### config.mk
export PLATFORM = sky130hd
export DESIGN_NAME = frame_streamer_flat
export DESIGN_NICKNAME = d
export VERILOG_FILES = /design/src/rtl/frame_streamer_if.sv /design/src/rtl/frame_streamer.sv /design/src/flat_wrapper.sv
export SDC_FILE = /design/constraint.sdc
export NUM_CORES = 1
export LEC_CHECK = 0
export CAP_MARGIN = 20
export CORE_UTILIZATION = 47
export CTS_CLUSTER_SIZE = 24
export DETAILED_ROUTE_END_ITERATION = 16
export PLACE_DENSITY = 0.81
export SYNTH_ARGS = -nofsm -noshare
export SYNTH_HDL_FRONTEND = slang
export SYNTH_SLANG_ARGS = --single-unit
### constraint.sdc
create_clock -name clk -period 2.3 [get_ports clk]
set_input_delay 0.69 -clock clk [delete_from_list [all_inputs] [get_ports clk]]
set_output_delay 0.69 -clock clk [all_outputs]
set_load 0.02 [all_outputs]
### src/rtl/frame_streamer_if.sv
// pixel_valid_if: one pixel word plus its valid flag, moving from a pixel
// source to a pixel sink. The source uses the master modport.
//   pixel : PIXEL_W bits, {red, green, blue}, 8 bits each by default
//   valid : high in every cycle that pixel carries a frame pixel
interface pixel_valid_if #(
  parameter int PIXEL_W = 24
);
  logic [PIXEL_W-1:0] pixel;
  logic               valid;

  modport master (output pixel, output valid);
  modport slave  (input  pixel, input  valid);
endinterface

### src/rtl/frame_streamer.sv
// frame_streamer: reads one frame from a frame memory in raster order and
// sends it out as a pixel stream. After each line it can insert a fixed
// number of idle cycles.
//
// Ports
//   clk              : clock
//   rst              : synchronous, active-high reset
//   start_i          : one-cycle frame start request, seen only when idle
//   pause_i          : level; while it is high no new memory reads are issued
//   mem_en_o         : frame-memory read enable
//   mem_addr_o       : frame-memory read address, y*IMAGE_LEN + x
//   mem_data_i       : read data, valid one cycle after mem_en_o
//   pixel_valid_if_o : output pixel stream (pixel = mem_data_i, registered valid)
//   busy_o           : high from an accepted start until done_o has been shown
//   done_o           : one-cycle frame-complete pulse
module frame_streamer #(
  parameter int IMAGE_LEN    = 1080,
  parameter int IMAGE_HEIGHT = 720,
  parameter int LINE_GAP     = 2,
  parameter int PIXEL_W      = 24
) (
  input  logic                                        clk,
  input  logic                                        rst,
  input  logic                                        start_i,
  input  logic                                        pause_i,
  output logic                                        mem_en_o,
  output logic [$clog2(IMAGE_LEN*IMAGE_HEIGHT)-1:0]   mem_addr_o,
  input  logic [PIXEL_W-1:0]                          mem_data_i,
  pixel_valid_if.master                               pixel_valid_if_o,
  output logic                                        busy_o,
  output logic                                        done_o
);

  localparam int NPIX = IMAGE_LEN * IMAGE_HEIGHT;
  localparam int AW   = $clog2(NPIX);
  localparam int XW   = (IMAGE_LEN    > 1) ? $clog2(IMAGE_LEN)    : 1;
  localparam int YW   = (IMAGE_HEIGHT > 1) ? $clog2(IMAGE_HEIGHT) : 1;
  localparam int GW   = (LINE_GAP     > 1) ? $clog2(LINE_GAP)     : 1;

  localparam logic [XW-1:0] X_LAST = XW'(IMAGE_LEN - 1);
  localparam logic [YW-1:0] Y_LAST = YW'(IMAGE_HEIGHT - 1);
  // GAP can only be entered when LINE_GAP > 0, so the 0 fallback is never used.
  localparam logic [GW-1:0] G_LAST = GW'((LINE_GAP > 0) ? LINE_GAP - 1 : 0);

  typedef enum logic [2:0] {
    S_IDLE,
    S_STREAM,
    S_GAP,
    S_DRAIN,
    S_DONE
  } state_t;

  state_t          state_q, state_d;
  logic [XW-1:0]   x_q, x_d;
  logic [YW-1:0]   y_q, y_d;
  // Running raster address. It always equals y_q*IMAGE_LEN + x_q, so no
  // multiplier is needed.
  logic [AW-1:0]   addr_q, addr_d;
  logic [GW-1:0]   gap_q, gap_d;
  logic            vld_p1_q, vld_p1_d;

  // State register. Everything here is control, so all of it is reset.
  always_ff @(posedge clk) begin
    if (rst) begin
      state_q  <= S_IDLE;
      x_q      <= '0;
      y_q      <= '0;
      addr_q   <= '0;
      gap_q    <= '0;
      vld_p1_q <= 1'b0;
    end else begin
      state_q  <= state_d;
      x_q      <= x_d;
      y_q      <= y_d;
      addr_q   <= addr_d;
      gap_q    <= gap_d;
      vld_p1_q <= vld_p1_d;
    end
  end

  // Next-state and counter logic.
  always_comb begin
    state_d = state_q;
    x_d     = x_q;
    y_d     = y_q;
    addr_d  = addr_q;
    gap_d   = gap_q;

    case (state_q)
      S_IDLE: begin
        if (start_i) begin
          state_d = S_STREAM;
          x_d     = '0;
          y_d     = '0;
          addr_d  = '0;
          gap_d   = '0;
        end
      end

      S_STREAM: begin
        // A paused cycle issues no read, so every counter holds its value.
        if (!pause_i) begin
          addr_d = addr_q + 1'b1;
          if (x_q == X_LAST) begin
            x_d = '0;
            if (y_q == Y_LAST) begin
              state_d = S_DRAIN;
            end else begin
              y_d = y_q + 1'b1;
              if (LINE_GAP > 0) begin
                state_d = S_GAP;
                gap_d   = '0;
              end
            end
          end else begin
            x_d = x_q + 1'b1;
          end
        end
      end

      S_GAP: begin
        // pause_i is ignored here, so the gap always lasts exactly LINE_GAP cycles.
        if (gap_q == G_LAST) begin
          state_d = S_STREAM;
        end else begin
          gap_d = gap_q + 1'b1;
        end
      end

      // The last read's data comes back during DRAIN.
      S_DRAIN: state_d = S_DONE;

      S_DONE:  state_d = S_IDLE;

      default: state_d = S_IDLE;
    endcase
  end

  // Outputs. The address is held at zero outside STREAM.
  always_comb begin
    mem_en_o   = 1'b0;
    mem_addr_o = '0;
    busy_o     = 1'b1;
    done_o     = 1'b0;

    case (state_q)
      S_IDLE:   busy_o = 1'b0;
      S_STREAM: begin
        mem_en_o   = !pause_i;
        mem_addr_o = addr_q;
      end
      S_DONE:   done_o = 1'b1;
      default:  ;
    endcase
  end

  // Stage p0 -> p1: the read enable becomes valid in the cycle its data returns.
  assign vld_p1_d = mem_en_o;

  assign pixel_valid_if_o.valid = vld_p1_q;
  assign pixel_valid_if_o.pixel = mem_data_i;

endmodule
### src/flat_wrapper.sv
// flat-port wrapper written by rule: the top's interface ports become plain ports
module frame_streamer_flat 
#(
  parameter int IMAGE_LEN    = 1080,
  parameter int IMAGE_HEIGHT = 720,
  parameter int LINE_GAP     = 2,
  parameter int PIXEL_W      = 24
)
  (clk, rst, start_i, pause_i, mem_en_o, mem_addr_o, mem_data_i, busy_o, done_o, pixel_valid_if_o_pixel, pixel_valid_if_o_valid);
  pixel_valid_if #(.PIXEL_W(PIXEL_W)) pixel_valid_if_o_i ();
  input  logic clk;
  input  logic rst;
  input  logic start_i;
  input  logic pause_i;
  output logic mem_en_o;
  output logic [$clog2(IMAGE_LEN*IMAGE_HEIGHT)-1:0] mem_addr_o;
  input  logic [PIXEL_W-1:0] mem_data_i;
  output logic busy_o;
  output logic done_o;
  output wire logic [$bits(pixel_valid_if_o_i.pixel)-1:0] pixel_valid_if_o_pixel;
  output wire logic [$bits(pixel_valid_if_o_i.valid)-1:0] pixel_valid_if_o_valid;
  assign pixel_valid_if_o_pixel = pixel_valid_if_o_i.pixel;
  assign pixel_valid_if_o_valid = pixel_valid_if_o_i.valid;
  frame_streamer #(.IMAGE_LEN(IMAGE_LEN), .IMAGE_HEIGHT(IMAGE_HEIGHT), .LINE_GAP(LINE_GAP), .PIXEL_W(PIXEL_W)) u_core (.clk(clk), .rst(rst), .start_i(start_i), .pause_i(pause_i), .mem_en_o(mem_en_o), .mem_addr_o(mem_addr_o), .mem_data_i(mem_data_i), .pixel_valid_if_o(pixel_valid_if_o_i), .busy_o(busy_o), .done_o(done_o));
endmodule
==> impl_metrics.py <==
metrics = {
    "timing": {
        "post-route-worst-setup-slack_ns": 0.09511,
        "setup-violations-final": 0,
        "fin_tns_setup_ns": 0,
        "hold_violations": 0,
        "layout_min_cycle_time_ns": 2.205,
        "min_period_over_period_pct": 95.86,
        "max_slew_violations": 0,
        "fin_skew_ns": 0.008594,
        "fmaxAchievable_mhz": 453.5,
        "max-slew-margin-rel_pct": 71.53,
        "tightest_slew_ns": 0.4270,
    },
    "route": {
        "vias": 2251,
        "dr.pass1.iters": 4,
        "drt_iter0_drc": 128,
        "final_antenna_net_count": 0,
        "via_per_inst": 5.504,
        "wl_um": 5630,
        "detail_route.drc_violations": 0,
        "routed_wire_length_per_instance_um": 13.77,
    },
    "yosys": {
        "synth.yosys.seq_area_share_pct": 35.66,
        "synth-main-ff-cell": "sky130_fd_sc_hd__dfxtp_1",
        "post_synth_instance_area_um2": 2582,
        "postSynthRegisterBits": 46,
        "synth_enable_flop_cells": 0,
        "netlist_instances": 315,
        "synth_warnings": 0,
        "synth_area_per_cell_um2": 8.198,
        "postSynthNetCount": 346,
        "async_flop_share_pct": 0,
        "synth_cell_type_count": 48,
    },
    "power": {
        "static-leakage-power_nw": 1.287,
        "power.density_nw_per_um2": 536.7,
        "report.power.total_w": 0.001635,
        "vdd_ir_drop_max_mv": 0.3400,
    },
    "setup_path": {
        "critical_path.max_fanout": 19,
        "timing_worst_setup_path_type": "reg -> out",
        "worst-endpoint-arrival_ns": 1.51,
        "cp.required_ns": 1.61,
        "critical_path.endpoint_type": "output port",
        "critical_path_start_type": "register",
    },
    "floorplan": {
        "start_util_pct": 49.62,
        "dieHeight_um": 76.13,
        "die_width_um": 76.13,
        "floorplan.io_pins": 76,
        "design.die.area_um2": 5795,
        "rows": 26,
        "core_um2": 5205,
    },
    "finish": {
        "finish.cell_count_without_fillers": 409,
        "area_growth_syn_to_layout_pct": 17.97,
        "nNetsFinal": 369,
        "fillers": 471,
        "n_antenna_cell": 0,
        "final_layout_size_suffix_gt1_share_pct": 17.99,
    },
    "flow_run": {
        "max_cap_viol_count": 0,
    },
    "clock_network": {
        "clk_pin_slew_worst_paths_ns": 0.09,
        "cts_htree_levels": 2,
        "number_of_buffers_added_to_fix_hold_violations_after_cts": 0,
        "cts.path.max_buffers": 2,
        "cts_root_buffer": "sky130_fd_sc_hd__clkbuf_8",
        "worstSkewPairLatency_ns": 0.31,
        "tritoncts.num_buffers": 5,
        "cts_tree": "yes",
        "clkSinkCount": 46,
    },
    "global_routing": {
        "first_global_vias": 2129,
        "grt_start_max_net_pins": 21,
        "grt_antenna_before_repair": 0,
        "grtUsageTotal_pct": 20.29,
        "grt_overflow": 0,
        "grt_first_pass_wirelength_um": 9625,
    },
    "run_status": {
        "run_status": "finished, final reports clean",
    },
    "min_path": {
        "min-delay-path-class": "reg -> reg",
    },
    "place": {
        "count_of_input_and_output_buffers": 27,
        "placed_cells": 400,
        "preCtsSetupSlack_ns": -0.3861,
        "hpwlAfterDp_um": 4088,
        "gp_congestion": 0.7962,
    },
}
what timing repair did:
action                     in CTS  in global routing
setup endpoints to repair      25                 26
setup buffers                   0                  1
pin swaps                       1                  3
gates resized for setup        25                  9
per-stage QoR:
step                hold WS (ns)  util, %  instance area [um2]
floorplan                 0.4492        -                 2582
global placement          0.4564    56.11                 2920
detailed placement        0.4669    56.11                 2920
CTS                       0.4787    57.76                 3007
global route              0.5285    58.53                 3047
finish                    0.4859    58.53                 3047
critical path, stage by stage, from the launching register on:
cell and delay, ns:
sky130_fd_sc_hd__dfxtp_1 0.36, sky130_fd_sc_hd__nor2_2 0.16, sky130_fd_sc_hd__buf_6 0.18, sky130_fd_sc_hd__and3_1 0.17, sky130_fd_sc_hd__dlygate4sd2_1 0.33
state kept, by name (all words and copies together) (netlist names):
signal	count
u_core.x_q	11
u_core.state_q	3
u_core.addr_q	20
u_core.y_q	10
u_core.gap_q	1
u_core.pixel_valid_if_o.valid	1
layer usage:
metal	routed length [um]	part of all wire (%)	global-route usage (%)	vias to the layer above
li1	-	-	-	1118
met3	286	5.1	4.072	11
met4	105	1.9	9.231	0
met5	0	0	0	-
met1	2603	46	26.01	1055
met2	2635	47	32.91	67
layout make-up:
cell class              count  area (um2)  area share, %
clock buffers               5       68.82          2.259
clock inverters             3       43.79          1.437
well taps                  70       87.58          2.875
flip-flops and latches     46       920.9          30.23
repair buffers             57       488.0          16.02
inverters                   3       11.26         0.3696
multi-input cells         225        1426          46.82
cells in the final DEF (no fill, tap or decap), types with 6 or more instances in the layout:
master,count
sky130_fd_sc_hd__dfxtp_1,46
sky130_fd_sc_hd__nor2_1,42
sky130_fd_sc_hd__buf_4,28
sky130_fd_sc_hd__and3_1,27
sky130_fd_sc_hd__xor2_1,24
sky130_fd_sc_hd__nand2_1,22
sky130_fd_sc_hd__dlygate4sd2_1,22
sky130_fd_sc_hd__nand3_1,18
sky130_fd_sc_hd__nand4_1,11
sky130_fd_sc_hd__a21oi_1,10
sky130_fd_sc_hd__o21ai_0,9
sky130_fd_sc_hd__nor3_1,6
final timing paths:
| path | start | to | slack (ns) | cells past startpoint |
|---|---|---|---|---|
| worst min register to register | u_core.x_q[1] | u_core.x_q[1] | 0.49 | 2 |
| worst max-delay path | u_core.state_q[2] | mem_addr_o[9] | 0.1 | 4 |
| worst min-delay path | u_core.x_q[1] | u_core.x_q[1] | 0.49 | 2 |
| worst max register to register | u_core.x_q[0] | u_core.y_q[9] | 0.14 | 6 |
cells by family (layout without fill, tap and decap cells):
kind of cell | count (synthesis) | in the layout | synth area share, %
multiplexers | 2 | 2 | 0.8236
buffers and inverters | 44 | 68 | 10.13
AO/OA/AOI/OAI | 35 | 35 | 9.594
AND/OR/NAND/NOR | 157 | 157 | 32.85
flip-flops | 46 | 46 | 35.66
XOR/XNOR | 28 | 28 | 9.496
adder cells (fa/ha/maj) | 3 | 3 | 1.454
synth_stat cells (all sizes together) (3+ instances only):
library cell	instances	share of area (%)
a21oi	13	2.7
and3	27	6.5
and4	5	1.7
buf	28	7.8
clkbuf	13	1.9
dfxtp	46	36
ha	3	1.5
inv	3	0.44
nand2	22	3.2
nand3	18	3.5
nand4	12	3.1
nor2	44	6.4
nor3	6	1.2
o21ai	9	1.7
or2	4	0.97
or3	3	0.92
or3b	3	1.0
or4	3	1.0
xnor2	4	1.4
xor2	24	8.1
power by group:
group / switching [W] / total (W) / internal, W
clock network: 0.000287 / 0.000613 / 0.000326
logic: 0.000116 / 0.000205 / 0.0000890
registers: 0.0000108 / 0.000817 / 0.000806
total: 0.000414 / 0.00164 / 0.00122
Note: power is estimated with default switching activity, not from simulation.
